### config.mk
export PLATFORM = sky130hd
export DESIGN_NAME = byte_word_arbiter
export DESIGN_NICKNAME = d
export VERILOG_FILES = /design/src/rtl/byte_arb_pkg.sv /design/src/rtl/rr_pick.sv /design/src/rtl/byte_word_arbiter.sv
export SDC_FILE = /design/constraint.sdc
export NUM_CORES = 1
export LEC_CHECK = 0
export BUFFER_PORTS_ARGS = -buffer_cell sky130_fd_sc_hd__clkbuf_2
export CORE_MARGIN = 5
export CORE_UTILIZATION = 55
export CTS_CLUSTER_DIAMETER = 40
export DETAILED_ROUTE_END_ITERATION = 12
export HOLD_SLACK_MARGIN = 0.08
export PLACE_DENSITY = 0.82
export REMOVE_ABC_BUFFERS = 1
export SETUP_SLACK_MARGIN = 0.15
export SLEW_MARGIN = 15
export SYNTH_ARGS = -nofsm -noshare
export SYNTH_HDL_FRONTEND = slang
export SYNTH_SLANG_ARGS = --single-unit
### constraint.sdc
create_clock -name clk_in -period 6.72 [get_ports clk_in]
set_input_delay 0.672 -clock clk_in [delete_from_list [all_inputs] [get_ports clk_in]]
set_output_delay 0.672 -clock clk_in [all_outputs]
set_load 0.05 [all_outputs]
### src/rtl/byte_arb_pkg.sv
// Shared types and constants for the byte-to-word arbiter.
package byte_arb_pkg;

  typedef enum logic [1:0] {
    IDLE,
    LOCKED,
    PAD
  } arb_state_t;

  localparam int unsigned BYTE_W = 8;

endpackage

### src/rtl/rr_pick.sv
// Combinational round-robin picker: first set request strictly after the last served index.
module rr_pick #(
  parameter  int unsigned N    = 4,
  localparam int unsigned IdxW = (N > 1) ? $clog2(N) : 1
) (
  input  logic [N-1:0]    req,
  input  logic [IdxW-1:0] last,
  output logic [IdxW-1:0] grant,
  output logic            any
);

  logic [N-1:0] rot;
  int unsigned  off;
  int unsigned  sum;

  always_comb begin
    // Rotate so bit 0 is the slot just after the last served source.
    rot   = N'({req, req} >> (32'(last) + 32'd1));
    any   = 1'b0;
    off   = 0;
    for (int unsigned i = 0; i < N; i++) begin
      if (!any && rot[i]) begin
        any = 1'b1;
        off = i;
      end
    end
    sum = 32'(last) + 32'd1 + off;
    if (sum >= N) begin
      sum = sum - N;
    end
    grant = IdxW'(sum);
  end

endmodule

### src/rtl/byte_word_arbiter.sv
// Grants one byte source for a whole packed word, feeds the shared packer, zero-pads stalled
// partial words and tags each completed word with its source id.
module byte_word_arbiter
  import byte_arb_pkg::*;
#(
  parameter  int unsigned NUM_SRC      = 4,
  parameter  int unsigned WORD_BYTES   = 4,
  parameter  int unsigned STALL_CYCLES = 64,
  localparam int unsigned SrcW         = $clog2(NUM_SRC)
) (
  input  logic                    clk_in,
  input  logic                    rst_n_in,
  input  logic [NUM_SRC-1:0]      src_valid_in,
  input  logic [NUM_SRC*8-1:0]    src_data_in,
  output logic [NUM_SRC-1:0]      src_ready_out,
  output logic                    byte_valid_out,
  output logic [7:0]              byte_out,
  output logic                    tag_valid_out,
  output logic [SrcW-1:0]         tag_src_out,
  output logic                    tag_padded_out,
  output logic                    busy_out
);

  localparam int unsigned CntW   = $clog2(WORD_BYTES + 1);
  localparam int unsigned StallW = $clog2(STALL_CYCLES);

  localparam logic [CntW-1:0]   CntLast   = CntW'(WORD_BYTES - 1);
  localparam logic [StallW-1:0] StallLast = StallW'(STALL_CYCLES - 1);
  localparam logic [SrcW-1:0]   SrcLast   = SrcW'(NUM_SRC - 1);

  arb_state_t        state;
  logic [SrcW-1:0]   grant;
  logic [SrcW-1:0]   last_grant;
  logic [CntW-1:0]   byte_cnt;
  logic [StallW-1:0] stall;
  logic              tag_pend;
  logic              tag_pend_pad;

  logic [BYTE_W-1:0] src_byte [NUM_SRC];
  logic [BYTE_W-1:0] cur_byte;
  logic [SrcW-1:0]   pick_idx;
  logic              pick_any;
  logic              hs;

  always_comb begin
    for (int unsigned i = 0; i < NUM_SRC; i++) begin
      src_byte[i] = src_data_in[i*BYTE_W +: BYTE_W];
    end
  end

  assign cur_byte = src_byte[grant];
  assign hs       = (state == LOCKED) && src_valid_in[grant];
  assign busy_out = (state != IDLE);

  always_comb begin
    src_ready_out = '0;
    if (state == LOCKED) begin
      src_ready_out[grant] = 1'b1;
    end
  end

  rr_pick #(
    .N (NUM_SRC)
  ) u_rr_pick (
    .req   (src_valid_in),
    .last  (last_grant),
    .grant (pick_idx),
    .any   (pick_any)
  );

  always_ff @(posedge clk_in or negedge rst_n_in) begin
    if (!rst_n_in) begin
      state          <= IDLE;
      grant          <= '0;
      last_grant     <= SrcLast;
      byte_cnt       <= '0;
      stall          <= '0;
      tag_pend       <= 1'b0;
      tag_pend_pad   <= 1'b0;
      byte_valid_out <= 1'b0;
      byte_out       <= '0;
      tag_valid_out  <= 1'b0;
      tag_src_out    <= '0;
      tag_padded_out <= 1'b0;
    end else begin
      byte_valid_out <= 1'b0;
      tag_valid_out  <= tag_pend;
      tag_pend       <= 1'b0;
      // last_grant cannot move in the cycle after completion: IDLE always lasts one cycle.
      if (tag_pend) begin
        tag_src_out    <= last_grant;
        tag_padded_out <= tag_pend_pad;
      end
      unique case (state)
        IDLE: begin
          if (pick_any) begin
            grant    <= pick_idx;
            state    <= LOCKED;
            byte_cnt <= '0;
            stall    <= '0;
          end
        end
        LOCKED: begin
          if (hs) begin
            byte_out       <= cur_byte;
            byte_valid_out <= 1'b1;
            byte_cnt       <= byte_cnt + 1'b1;
            stall          <= '0;
            if (byte_cnt == CntLast) begin
              state        <= IDLE;
              last_grant   <= grant;
              tag_pend     <= 1'b1;
              tag_pend_pad <= 1'b0;
            end
          end else if (stall == StallLast) begin
            stall <= '0;
            if (byte_cnt == '0) begin
              state      <= IDLE;
              last_grant <= grant;
            end else begin
              state <= PAD;
            end
          end else begin
            stall <= stall + 1'b1;
          end
        end
        PAD: begin
          byte_out       <= '0;
          byte_valid_out <= 1'b1;
          byte_cnt       <= byte_cnt + 1'b1;
          if (byte_cnt == CntLast) begin
            state        <= IDLE;
            last_grant   <= grant;
            tag_pend     <= 1'b1;
            tag_pend_pad <= 1'b1;
          end
        end
        default: state <= IDLE;
      endcase
    end
  end

endmodule
After elaboration in Yosys (flattened, before gate mapping) --
Cells that the tools add are included.
Operators by class: add/sub/neg operators 5, $lt $le $gt $ge 4, equality and inequality tests 10, shifts and indexed selects 1, multiplexer cells 45, bitwise operators 1, reduce and logical (&&, ||, !) cells 21
Operators with widths (count):
- $ge 32x3->1 const B | 1
- $mux 2 | 12
- $mux 8 | 3
- $mux 6 | 3
- $bmux 8 s2 | 1
- $pmux 8 s2 | 1
- $mux 1 | 13
- $pmux 6 s2 | 1
- $pmux 3 s3 | 1
- $reduce_and 2->1 | 4
- $shr 8x3->4 | 1
- $add 6x1->6 const B | 1
- $eq 6x6->1 const B | 1
- $mux 3 | 2
- $ne 2x2->1 const B | 3
- $ne 3x2->1 const B | 2
- $pmux 1 s2 | 3
- $pmux 2 s3 | 1
- $reduce_and 3->1 | 2
- $reduce_bool 2->1 | 3
- $logic_and 1x1->1 | 5
- $add 3x2->4 | 1
- $mux 4 | 1
- $pmux 2 s2 | 1
- other kinds (18) | 20
Word-level totals: bits in registers 30, input bits 38, output and inout bits 18, logic and storage cells 99

Longest topological paths before layout --
depth after elaboration 15, gate-level depth with buffers 8, mapped depth without buffers 8

Cells and area by module --
Synthesis repeated with hierarchy kept, for this count alone.
Second synthesis, totals: cell total of the unflattened synthesis 204, area total of the unflattened synthesis 2069.5 sq um
By module, submodules not included:
- byte_word_arbiter | instances 1, cells an instance 175, area an instance 1866.8 sq um, seq. area each 753.2 sq um
- rr_pick | instances 1, cells an instance 29, area an instance 202.7 sq um, seq. area each 0.0 sq um

Worst setup path before layout --
OpenSTA, ideal clock, no wires.
kind register -> output, from register state[1], to output src_ready_out[1], data arrival time 2.221 ns, data required time 6.048 ns, slack 3.827 ns, stages on the path, launching flop included 6, buffers on the path 1, path through dfrtp_1 -> inv_1 -> ha_1 -> clkbuf_1 -> inv_1 -> nor3b_1
Between the ends: longest elaborated chain between the ends 2
RTL lines:
- start: declaration | line byte_word_arbiter.sv:31 | arb_state_t state;
- start signal: assignment | line byte_word_arbiter.sv:73 | state <= IDLE;
- start signal: assignment | line byte_word_arbiter.sv:98 | state <= LOCKED;
- start signal: assignment | line byte_word_arbiter.sv:110 | state <= IDLE;
- $eq 2x1->1 | line byte_word_arbiter.sv:57 | if (state == LOCKED) begin
- $mux 4 | line byte_word_arbiter.sv:57
- end: declaration | line byte_word_arbiter.sv:15 | output logic [NUM_SRC-1:0] src_ready_out,
Every way passes these cells.

Worst setup path in the final report --
Same ends and word-level chain as after synthesis.

==> results.toml <==
[outcome]
status = "finished, final reports clean"

[global_routing]
grt_max_degree = 31
grt_pass1_wl_mm = 6.96
grt_antenna_before_repair = 0
overflow = 0
grt_usage = 0.197
grt_pass1_vias = 1598

[clock_tree]
cts_tree = "yes"
post_cts_resized = 0
htree_num_levels = 2
post_cts_buffers = 0
clkTransAtPathRegs_ps = 100
cts_buffer_depth = 2
cts.sink_count = 30
clk_latency_ps = 330
ctsHoldBuffers = 0
cts_buffers = 5
cts_root_buffer = "clkbuf_4"

[logic_synthesis]
netlist_area_um2 = 1850
yosys-top-cells-area = "dfrtp_1 (38%), mux4_2 (7.3%), nand2_1 (6.5%)"
synth.largest_area_cell = "dfrtp_1"
synth_top_area_share = 0.379
synth_edf_count = 0
synth.avg_cell_area_um2 = 10.1
synth_seq_area_share = 0.407
ys_seq_elements = 30
yosys_warnings = 0
synth_cell_types = 40
ys_async_sr_fraction = 1.00
synth_cells = 184
ys.flop_type = "dfrtp_1"

[finish]
syn2layout_area_growth_pct = 20.2
final_cell_mix = "clkbuf_2 (55), nand2_1 (32), dfrtp_1 (28), o21ai_0 (21), inv_1 (13)"
nets = 285
post-route-cell-area_um2 = 2220
antennaDiodeCount = 0
drive_gt1_frac = 0.331
final_common_cell = "clkbuf_2"

[sta]
fin_crit_ps = 2740
post-route-period-util = 0.408
fin_setup_tns_ps = 0
finalHoldViolations = 0
slew_violations = 0
rsz0062_at_grt = "no"
tightest_slew_ps = 1000
clock.fmax_ghz = 0.365
slew_headroom = 0.312
setup_violations = 0
skew_ps = 7.80

[setup_path]
cp.arrival_ps = 2070
cp_max_fo = 9
cp-start-kind = "register"
crit_required_ps = 6050
worstSetupPathType = "register to output pin"
crit_path_end_kind = "output pin"

[floorplan]
rows = 21
ios = 56
die_height_um = 68.0
floorplan.initialDensity = 0.563
chipWidth_um = 68.0
die_area_um2 = 4620
core-area_um2 = 3280

[place]
gp_congestion = 0.787
dpl_cell_area_um2 = 2140
port_buffers = 55
place_hpwl_mm = 3.19

[run]
drv_cap = 0

[drt]
wirelength_mm = 4.10
drt_iter0_markers = 105
dr.max_layer_used = "met4"
firstDrtPassIters = 4
route.detailed.wl_per_inst_um = 14.4
vias_per_cell = 5.52
wl_met3_um = 393
antenna_left = 0
wl_met2_mm = 1.95
drc = 0
wl_met1_mm = 1.74
vias = 1574

[power_and_ir_drop]
powerDensity_nw_per_um2 = 460
ir_worst_vdd_uv = 207
leakage_uw = 0.00114

[min_path]
min_path_type = "primary input to async pin"
## flip-flops by register name, indices dropped and copies added, names as in the netlist
name,count
byte_cnt,3
byte_out,8
byte_valid_out,1
grant,2
last_grant,2
stall,6
state,2
tag_padded_out,1
tag_pend,1
tag_pend_pad,1
tag_src_out,2
tag_valid_out,1
## per-layer routing
metal	global-route usage	vias to the layer above
met3	0.0591	6
li1	-	765
met1	0.236	735
met5	0	-
met4	0.0347	0
met2	0.353	68
## area by class of cell
class                           count  area, µm²
Fill cell                         282       1060
Multi-Input combinational cell    133       1010
Sequential cell                    30        753
Timing Repair Buffer               55        275
Tap cell                           46       57.6
Inverter                           13       48.8
Clock inverter                      3       40.0
Clock buffer                        5       37.5
## Yosys cell counts (3+ instances only)
cell and instances:
nand2b_1 3, mux2i_1 3, ha_1 9, mux2_2 4
nor2_1 8, mux4_1 3, nand2_1 32, o21ai_0 21
dfrtp_1 28, mux4_2 6, nor2b_1 4, and3_1 4
clkbuf_1 7, a22o_1 4, inv_1 13, a21oi_1 7
## logic make-up after synthesis
family / count (synthesis) / share of synthesized area
simple gates: 63 / 0.164
xor+xnor: 2 / 0.00947
mux: 18 / 0.168
compound gates: 41 / 0.143
fa+ha+maj: 9 / 0.0609
buf+inv: 21 / 0.0467
flops: 30 / 0.407
## final timing paths
path,start,endpoint,slack (ps),cells after the start
max in group asynchronous,rst_n_in,state[0],5870,1
min reg2reg,tag_pend,tag_valid_out,450,0
min,rst_n_in,byte_out[6],380,1
max reg2reg,grant[0],byte_out[3],4060,3
min in group clk_in,tag_pend,tag_valid_out,450,0
max,state[1],src_ready_out[1],3980,5
## per-stage QoR
stage	hold WS [ps]	setup slack (ps)	instances	power (µW)	utilization
floorplan	376	3940	176	749	-
finish	380	3980	285	1020	0.677
global route	424	3760	285	1100	0.677
global placement	444	4100	277	874	0.653
detailed placement	444	4010	277	891	0.653
CTS	395	4000	285	1030	0.677
## power by group
group | total (µW) | internal, µW | switching [µW]
clock network | 141 | 77.0 | 64.3
registers | 321 | 247 | 73.9
logic | 560 | 201 | 359
## worst max-delay path, stage by stage, from the launching register on
cell      delay [ps]
dfrtp_1          420
inv_1             90
ha_1             400
inv_1            210
nor3b_1          300
clkbuf_2         340
Power figures use the tool's default switching activity.
